### config.mk
export PLATFORM = sky130hd
export DESIGN_NAME = quota_stream_gen_flat
export DESIGN_NICKNAME = d
export VERILOG_FILES = /design/src/rtl/quota_stream_gen_if.sv /design/src/rtl/quota_stream_gen.sv /design/src/flat_wrapper.sv
export SDC_FILE = /design/constraint.sdc
export NUM_CORES = 1
export LEC_CHECK = 0
export ABC_AREA = 1
export CAP_MARGIN = 10
export CELL_PAD_IN_SITES_DETAIL_PLACEMENT = 0
export CELL_PAD_IN_SITES_GLOBAL_PLACEMENT = 1
export CORE_MARGIN = 3
export CORE_UTILIZATION = 34
export DETAILED_ROUTE_END_ITERATION = 10
export HOLD_SLACK_MARGIN = 0.03
export PLACE_DENSITY = 0.91
export RECOVER_POWER = 25
export SLEW_MARGIN = 20
export SYNTH_ARGS = -nofsm -noshare
export SYNTH_HDL_FRONTEND = slang
export SYNTH_SLANG_ARGS = --single-unit
### constraint.sdc
create_clock -name clk -period 2.3 [get_ports clk]
set_clock_uncertainty 0.15 [all_clocks]
set_input_delay 0.69 -clock clk [delete_from_list [all_inputs] [get_ports clk]]
set_output_delay 0.69 -clock clk [all_outputs]
set_load 0.01 [all_outputs]
### src/rtl/quota_stream_gen_if.sv
// Handshake bundle for quota_stream_gen: vector input side and bit-stream output side.
interface quota_stream_gen_if #(
  parameter int CHANNELS = 4,
  parameter int QUANT    = 8,
  parameter int QW       = 7
);
  logic                      in_valid;
  logic                      in_ready;
  logic [CHANNELS*QUANT-1:0] in_data;
  logic                      out_valid;
  logic                      out_ready;
  logic [CHANNELS-1:0]       out_bits;
  logic                      out_last;
  logic [CHANNELS*QW-1:0]    out_quota;

  modport master (
    output in_valid, in_data, out_ready,
    input  in_ready, out_valid, out_bits, out_last, out_quota
  );

  modport slave (
    input  in_valid, in_data, out_ready,
    output in_ready, out_valid, out_bits, out_last, out_quota
  );
endinterface

### src/rtl/quota_stream_gen.sv
// Multi-channel quota-to-bitstream generator for the stochastic-computing datapath.
// Define QUOTA_SCRAMBLE_EN to bit-reverse the beat key (low-discrepancy streams).
module quota_stream_gen #(
  parameter int BITSTREAM = 64,
  parameter int QUANT     = 8,
  parameter int CHANNELS  = 4
) (
  input  logic             clk,
  input  logic             rst,
  quota_stream_gen_if.slave s
);
  localparam int LB = $clog2(BITSTREAM);
  localparam int S  = QUANT - LB;
  localparam int QW = LB + 1;

  generate
    if (BITSTREAM < 2 || (BITSTREAM & (BITSTREAM - 1)) != 0) begin : g_bad_bitstream
      $error("quota_stream_gen: BITSTREAM must be a power of 2 and >= 2");
    end
    if (QUANT < LB) begin : g_bad_quant
      $error("quota_stream_gen: QUANT must be >= $clog2(BITSTREAM)");
    end
  endgenerate

  localparam logic [0:0] ST_IDLE   = 1'b0;
  localparam logic [0:0] ST_STREAM = 1'b1;

  localparam logic [LB-1:0] CNT_MAX = LB'(BITSTREAM - 1);
  // Rounding constant collapses to zero when no bits are dropped (S == 0).
  localparam logic [QUANT:0] HALF = (S > 0) ? (QUANT+1)'(1 << ((S > 0) ? S - 1 : 0)) : '0;

  logic [0:0]               state_q, state_d;
  logic [LB-1:0]            cnt_q, cnt_d;
  logic [CHANNELS*QW-1:0]   quota_q, quota_d;
  logic [CHANNELS*QW-1:0]   quota_new;
  logic [LB-1:0]            key;
  logic                     streaming;
  logic                     last_beat;
  logic                     accept;
  logic [CHANNELS-1:0]      bits;

  assign streaming = (state_q == ST_STREAM);
  assign last_beat = streaming && (cnt_q == CNT_MAX);
  assign s.in_ready = !streaming || (s.out_ready && last_beat);
  assign accept    = s.in_valid && s.in_ready;

  // Bias to unsigned by flipping the sign bit, then round half-up into LB+1 bits.
  always_comb begin
    logic [QUANT:0] u;
    logic [QUANT:0] r;
    quota_new = '0;
    u = '0;
    r = '0;
    for (int c = 0; c < CHANNELS; c++) begin
      u = {1'b0, ~s.in_data[c*QUANT + QUANT - 1], s.in_data[c*QUANT +: QUANT-1]};
      r = (u + HALF) >> S;
      quota_new[c*QW +: QW] = r[QW-1:0];
    end
  end

`ifdef QUOTA_SCRAMBLE_EN
  always_comb begin
    key = '0;
    for (int i = 0; i < LB; i++) begin
      key[i] = cnt_q[LB-1-i];
    end
  end
`else
  assign key = cnt_q;
`endif

  always_comb begin
    bits = '0;
    for (int c = 0; c < CHANNELS; c++) begin
      bits[c] = streaming && ({1'b0, key} < quota_q[c*QW +: QW]);
    end
  end

  always_comb begin
    state_d = state_q;
    cnt_d   = cnt_q;
    quota_d = quota_q;
    if (!streaming) begin
      if (accept) begin
        quota_d = quota_new;
        cnt_d   = '0;
        state_d = ST_STREAM;
      end
    end else if (s.out_ready) begin
      if (last_beat) begin
        cnt_d = '0;
        if (accept) begin
          quota_d = quota_new;
        end else begin
          state_d = ST_IDLE;
        end
      end else begin
        cnt_d = cnt_q + LB'(1);
      end
    end
  end

  always_ff @(posedge clk) begin
    if (rst) begin
      state_q <= ST_IDLE;
      cnt_q   <= '0;
      quota_q <= '0;
    end else begin
      state_q <= state_d;
      cnt_q   <= cnt_d;
      quota_q <= quota_d;
    end
  end

  assign s.out_valid = streaming;
  assign s.out_bits  = bits;
  assign s.out_last  = last_beat;
  assign s.out_quota = quota_q;
endmodule

### src/flat_wrapper.sv
// flat-port wrapper written by rule: the top's interface ports become plain ports
module quota_stream_gen_flat 
#(
  parameter int BITSTREAM = 64,
  parameter int QUANT     = 8,
  parameter int CHANNELS  = 4
)
  (clk, rst, s_in_valid, s_in_data, s_out_ready, s_in_ready, s_out_valid, s_out_bits, s_out_last, s_out_quota);
  quota_stream_gen_if #(.CHANNELS(CHANNELS), .QUANT(QUANT), .QW((7))) s_i ();
  input  logic clk;
  input  logic rst;
  input wire logic [$bits(s_i.in_valid)-1:0] s_in_valid;
  input wire logic [$bits(s_i.in_data)-1:0] s_in_data;
  input wire logic [$bits(s_i.out_ready)-1:0] s_out_ready;
  output wire logic [$bits(s_i.in_ready)-1:0] s_in_ready;
  output wire logic [$bits(s_i.out_valid)-1:0] s_out_valid;
  output wire logic [$bits(s_i.out_bits)-1:0] s_out_bits;
  output wire logic [$bits(s_i.out_last)-1:0] s_out_last;
  output wire logic [$bits(s_i.out_quota)-1:0] s_out_quota;
  assign s_i.in_valid = s_in_valid;
  assign s_i.in_data = s_in_data;
  assign s_i.out_ready = s_out_ready;
  assign s_in_ready = s_i.in_ready;
  assign s_out_valid = s_i.out_valid;
  assign s_out_bits = s_i.out_bits;
  assign s_out_last = s_i.out_last;
  assign s_out_quota = s_i.out_quota;
  quota_stream_gen #(.BITSTREAM(BITSTREAM), .QUANT(QUANT), .CHANNELS(CHANNELS)) u_core (.clk(clk), .rst(rst), .s(s_i));
endmodule
[After elaboration in Yosys (flattened, before gate mapping)]
Cells that the tools add are included.
Widths: inputs -> output; s select.
Word-level totals
  input bits: 36
  register bits after elaboration: 35
  output and inout bits: 35
  logic and storage cells: 43
Cells by class
  equality and inequality tests: 3
  reductions and logical operators: 12
  add/sub/neg operators: 5
  bitwise gates (word level): 4
  magnitude comparators: 4
  mux-type cells: 12
Operator list (number)
  $mux 28: 4
  $add 8x2->9 const B: 4
  $lt 6x7->1: 4
  $mux 6: 4
  $logic_and 1x1->1: 7
  $add 6x1->6 const B: 1
  $eq 6x6->1 const B: 1
  $mux 1: 4
  $ne 2x2->1 const B: 2
  $not 1->1: 4
  $reduce_and 2->1: 2
  $reduce_bool 2->1: 1
  $logic_not 1->1: 1
  $logic_or 1x1->1: 1

[Depth between registers and ports, before layout]
  word-level depth: 9
  gate-level depth with buffers: 9
  depth with buffers taken out: 8

[Worst setup path after synthesis]
No wires, ideal clock.
  kind: register -> output
  start: register u_core.cnt_q[1]
  end: output port s_in_ready
  path buffers: 1
  setup slack: 215 ps
  arrival: 1245 ps
  stages on the path, launching flop included: 7
  required time: 1460 ps
  cells stage by stage: dfxtp_1 ha_1 nand2_1 nor2_1 nand3_2 nand2_4 buf_6
On the way
  word-level cells in the longest chain between the ends: 4
RTL lines
  start, declared: line quota_stream_gen.sv:33  | logic [LB-1:0] cnt_q, cnt_d;
  start signal, assigned: line quota_stream_gen.sv:110  | cnt_q <= cnt_d;
  $eq 6x6->1: line quota_stream_gen.sv:43  | assign last_beat = streaming && (cnt_q == CNT_MAX);
  $logic_and 1x1->1: line quota_stream_gen.sv:43
  $logic_and 1x1->1: line quota_stream_gen.sv:44  | assign s.in_ready = !streaming || (s.out_ready && last_beat);
  $logic_or 1x1->1: line quota_stream_gen.sv:44
  end, declared: line flat_wrapper.sv:15  | output wire logic [$bits(s_i.in_ready)-1:0] s_in_ready;
Every way passes these cells.

[Worst setup path in the final report]
  start: register u_core.cnt_q[4]
  end: output port s_out_bits[3]
On the way
  word-level cells in the longest chain between the ends: 2
RTL lines
  $lt 6x7->1: line quota_stream_gen.sv:75  | bits[c] = streaming && ({1'b0, key} < quota_q[c*QW +: QW]);
  $logic_and 1x1->1: line quota_stream_gen.sv:75
  end, declared: line flat_wrapper.sv:17  | output wire logic [$bits(s_i.out_bits)-1:0] s_out_bits;
Every way passes these cells.

==> results.md <==
### Run status
* run status: finished, violations left
* failing checks: setup timing

### GRT
* wire length of the first global-routing pass: 11600 um
* GRT Util Overall: 0.163
* global route hottest layer: met2
* antenna violations before repair: 0
* M1 GR Usage: 0.204
* vias in the first global route: 2540
* pin count of the biggest net entering global routing: 41
* met2 track demand over resource in global routing: 0.282
* met3 capacity usage during global routing: 0.0287
* overflow left after global routing: 0

### Synthesis
* most instantiated cells after synthesis: nand2_1, nor2_1, inv_1, nand3_1, dfxtp_1
* top flip-flop cell by instance count after synthesis: dfxtp_1
* synthesized area: 2530 sq um
* multiplexer share of the synthesized area: 0
* dominant cells by area after synthesis: dfxtp_1, ha_1, nand2_1, nand3_1, nor2_1
* count of mapped cells out of synthesis: 363
* flop and latch count out of synthesis: 35
* cell with the most instances after synthesis: nand2_1
* Seq/Total Area, Yosys: 0.277
* share of flip-flops with an asynchronous set or reset: 0
* area fraction in compound gates after synthesis: 0.0959
* number of synthesis warnings: 0
* adder-cell area share of the yosys netlist: 0.124
* leading area contributor after synthesis: dfxtp_1
* dominant combinational cell family by area after synthesis: simple AND/OR/NAND/NOR gates
* share of the synthesized area in the top cell type: 0.277
* Post-Synth XOR/XNOR Area: 0.0623
* simple logic cell fraction of the synthesized area: 0.336
* number of distinct standard cells referenced by the synthesized netlist: 30
* number of enable flip-flop cells after synthesis: 0
* synthesized netlist net count: 424
* Avg Synthesized Cell Area: 6.97 sq um

### Worst setup path
* CP required: 1460 ps
* worst endpoint data arrival time: 1620 ps
* worst-path cell chain: ha_4 -> a21o_1 -> a22oi_1 -> nand2_1 -> nor2_1 -> buf_2
* path depth of the worst reg2reg path: 10
* critical path fanouts, max: 8
* CP max-delay cell: dfxtp_4
* type of the worst setup path: flop to primary output
* type of origin of the critical path: flop
* endpoint type of the worst setup path: primary output
* worst reg-to-reg setup slack: 80 ps
* longest individual stage delay on the worst path: 440 ps

### Timing
* max-slew headroom at the worst pin: 0.490
* pins over their slew limit: 0
* final setup fails: 4
* Max Fclk: 407 MHz
* number of hold violations in the final report: 0
* measured slew at the worst slew-check pin: 765 ps
* worst setup slack after layout: -158 ps
* min cycle time layout: 2460 ps
* unrepaired setup endpoints after global routing: yes
* Period Utilization, post-route: 1.07

### Layout
* layout net count: 532
* P&R area growth vs syn: 52.5%
* fraction of final layout cells sized beyond drive strength 1: 0.255
* post-layout util: 0.550
* Inserted Diodes: 0
* final instance area: 3860 sq um

### Clock tree
* cell at the root of the clock tree: clkbuf_8
* Max clock buf depth: 2
* deepest level of the CTS H-tree: 2
* Reg clk slew, reported paths: 70 ps
* Clock Latency Late Sink: 280 ps
* TritonCTS Sinks: 35
* CTS tree: done
* CTS Buf Count: 5

### Die
* die height: 92.3 um
* placement row count: 30
* IO Pins: 71
* effective utilization at floorplan: 0.361
* full die area: 8520 sq um
* Std-Cell Core Area: 7020 sq um
* die width: 92.3 um

### Worst hold path
* Cells on Worst Hold Path: 2
* type of the worst min-delay path: flop to flop

### Route
* Starting DRT DRC Count: 119
* number of detailed-routing iterations run before antenna repair: 4
* Vias: 2672
* post-DR vias/cell: 4.71
* DR WL/cell: 12.4 um
* Total Routed Length: 7010 um
* remaining routing DRC violations: 0
* remaining antenna violation count: 0

### Power
* maximum VDD drop: 0.272 mV
* total power: 1690 uW
* Leakage: 0.00176 uW
* power density over cell area: 437 nW/um^2

### Place
* RePlAce Congestion: 0.830
* final HPWL from detailed placement: 5090 um
* instance area at placement: 3520 sq um
* number of buffer cells added on primary ports: 66

### Flow run
* number of maximum-capacitance violations: 0

-- registers in the layout, indices dropped and copies added (netlist names) --
name,count
u_core.s.out_valid,1
u_core.cnt_q,6
u_core.s.out_quota,28
-- cell families after synthesis --
logic type               count (synthesis)
flip-flops                              35
AO/OA/AOI/OAI                           42
buffers and inverters                   58
AND/OR/NAND/NOR                        185
XOR/XNOR                                18
adder cells (fa/ha/maj)                 25
-- critical path, delay by kind of cell (launching register included) --
| kind | cells | cell delay, ps |
|---|---|---|
| and+or+nand+nor | 2 | 200 |
| AOI/OAI and AO/OA | 2 | 320 |
| DFF | 1 | 440 |
| buffers and inverters | 1 | 150 |
| adders and majority gates | 1 | 230 |
-- placed cells by master (no fill, tap or decap), types with 2 or more instances in the layout --
cell type,n
dfxtp_2,10
a22oi_2,3
inv_1,40
nand4_1,5
a21o_1,4
nand3_1,42
xor2_1,13
nor3_1,2
buf_4,41
clkbuf_8,6
dlygate4sd3_1,3
nor2_1,41
buf_2,5
xnor2_1,5
inv_2,5
buf_6,5
ha_1,12
nand3b_1,4
clkdlybuf4s50_1,56
a21oi_1,27
dfxtp_1,24
nand2_1,68
a21oi_2,3
nor2_2,18
ha_4,12
-- power by group --
part,switching [uW],leakage [uW],internal [uW]
combinational,272,0.00142,283
clock,218,0.0000470,235
sequential,28.0,0.000293,649
-- layout make-up --
class	count	area, sq um
multi-input combinational	270	1750
sequential	35	717
inverter	46	173
timing repair buffer	113	1010
clock buffer	6	82.6
tap	96	120
fill	667	3160
clock inverter	1	5.00
-- final timing paths --
check	startpoint	endpoint
setup / recovery	u_core.cnt_q[4]	s_out_bits[3]
hold / removal	u_core.cnt_q[0]	u_core.cnt_q[0]
setup reg to reg	u_core.cnt_q[1]	u_core.s.out_quota[14]
hold reg to reg	u_core.cnt_q[0]	u_core.cnt_q[0]
-- routing by layer --
metal	routed length, um	up-vias
li1	-	1390
met1	3040	1208
met2	3490	60
met3	289	14
met4	179	0
met5	0	-
-- per-stage QoR --
step	instances	hold slack (ps)	setup TNS (ps)	setup WS [ps]
after floorplan	363	330	0	215
after global placement	552	349	-4130	-606
after detailed placement	552	359	-4200	-607
after CTS	566	377	-556	-161
after global routing	567	387	-1620	-244
final	567	362	-507	-158
-- repair_timing --
item	in CTS	in global routing
hold buffers	0	0
resized for setup	40	30
setup endpoints to repair	6	6
setup buffers	7	1
hold endpoints to repair	0	0
pin swaps	13	14
No activity file was read; power rests on OpenSTA's default activity.
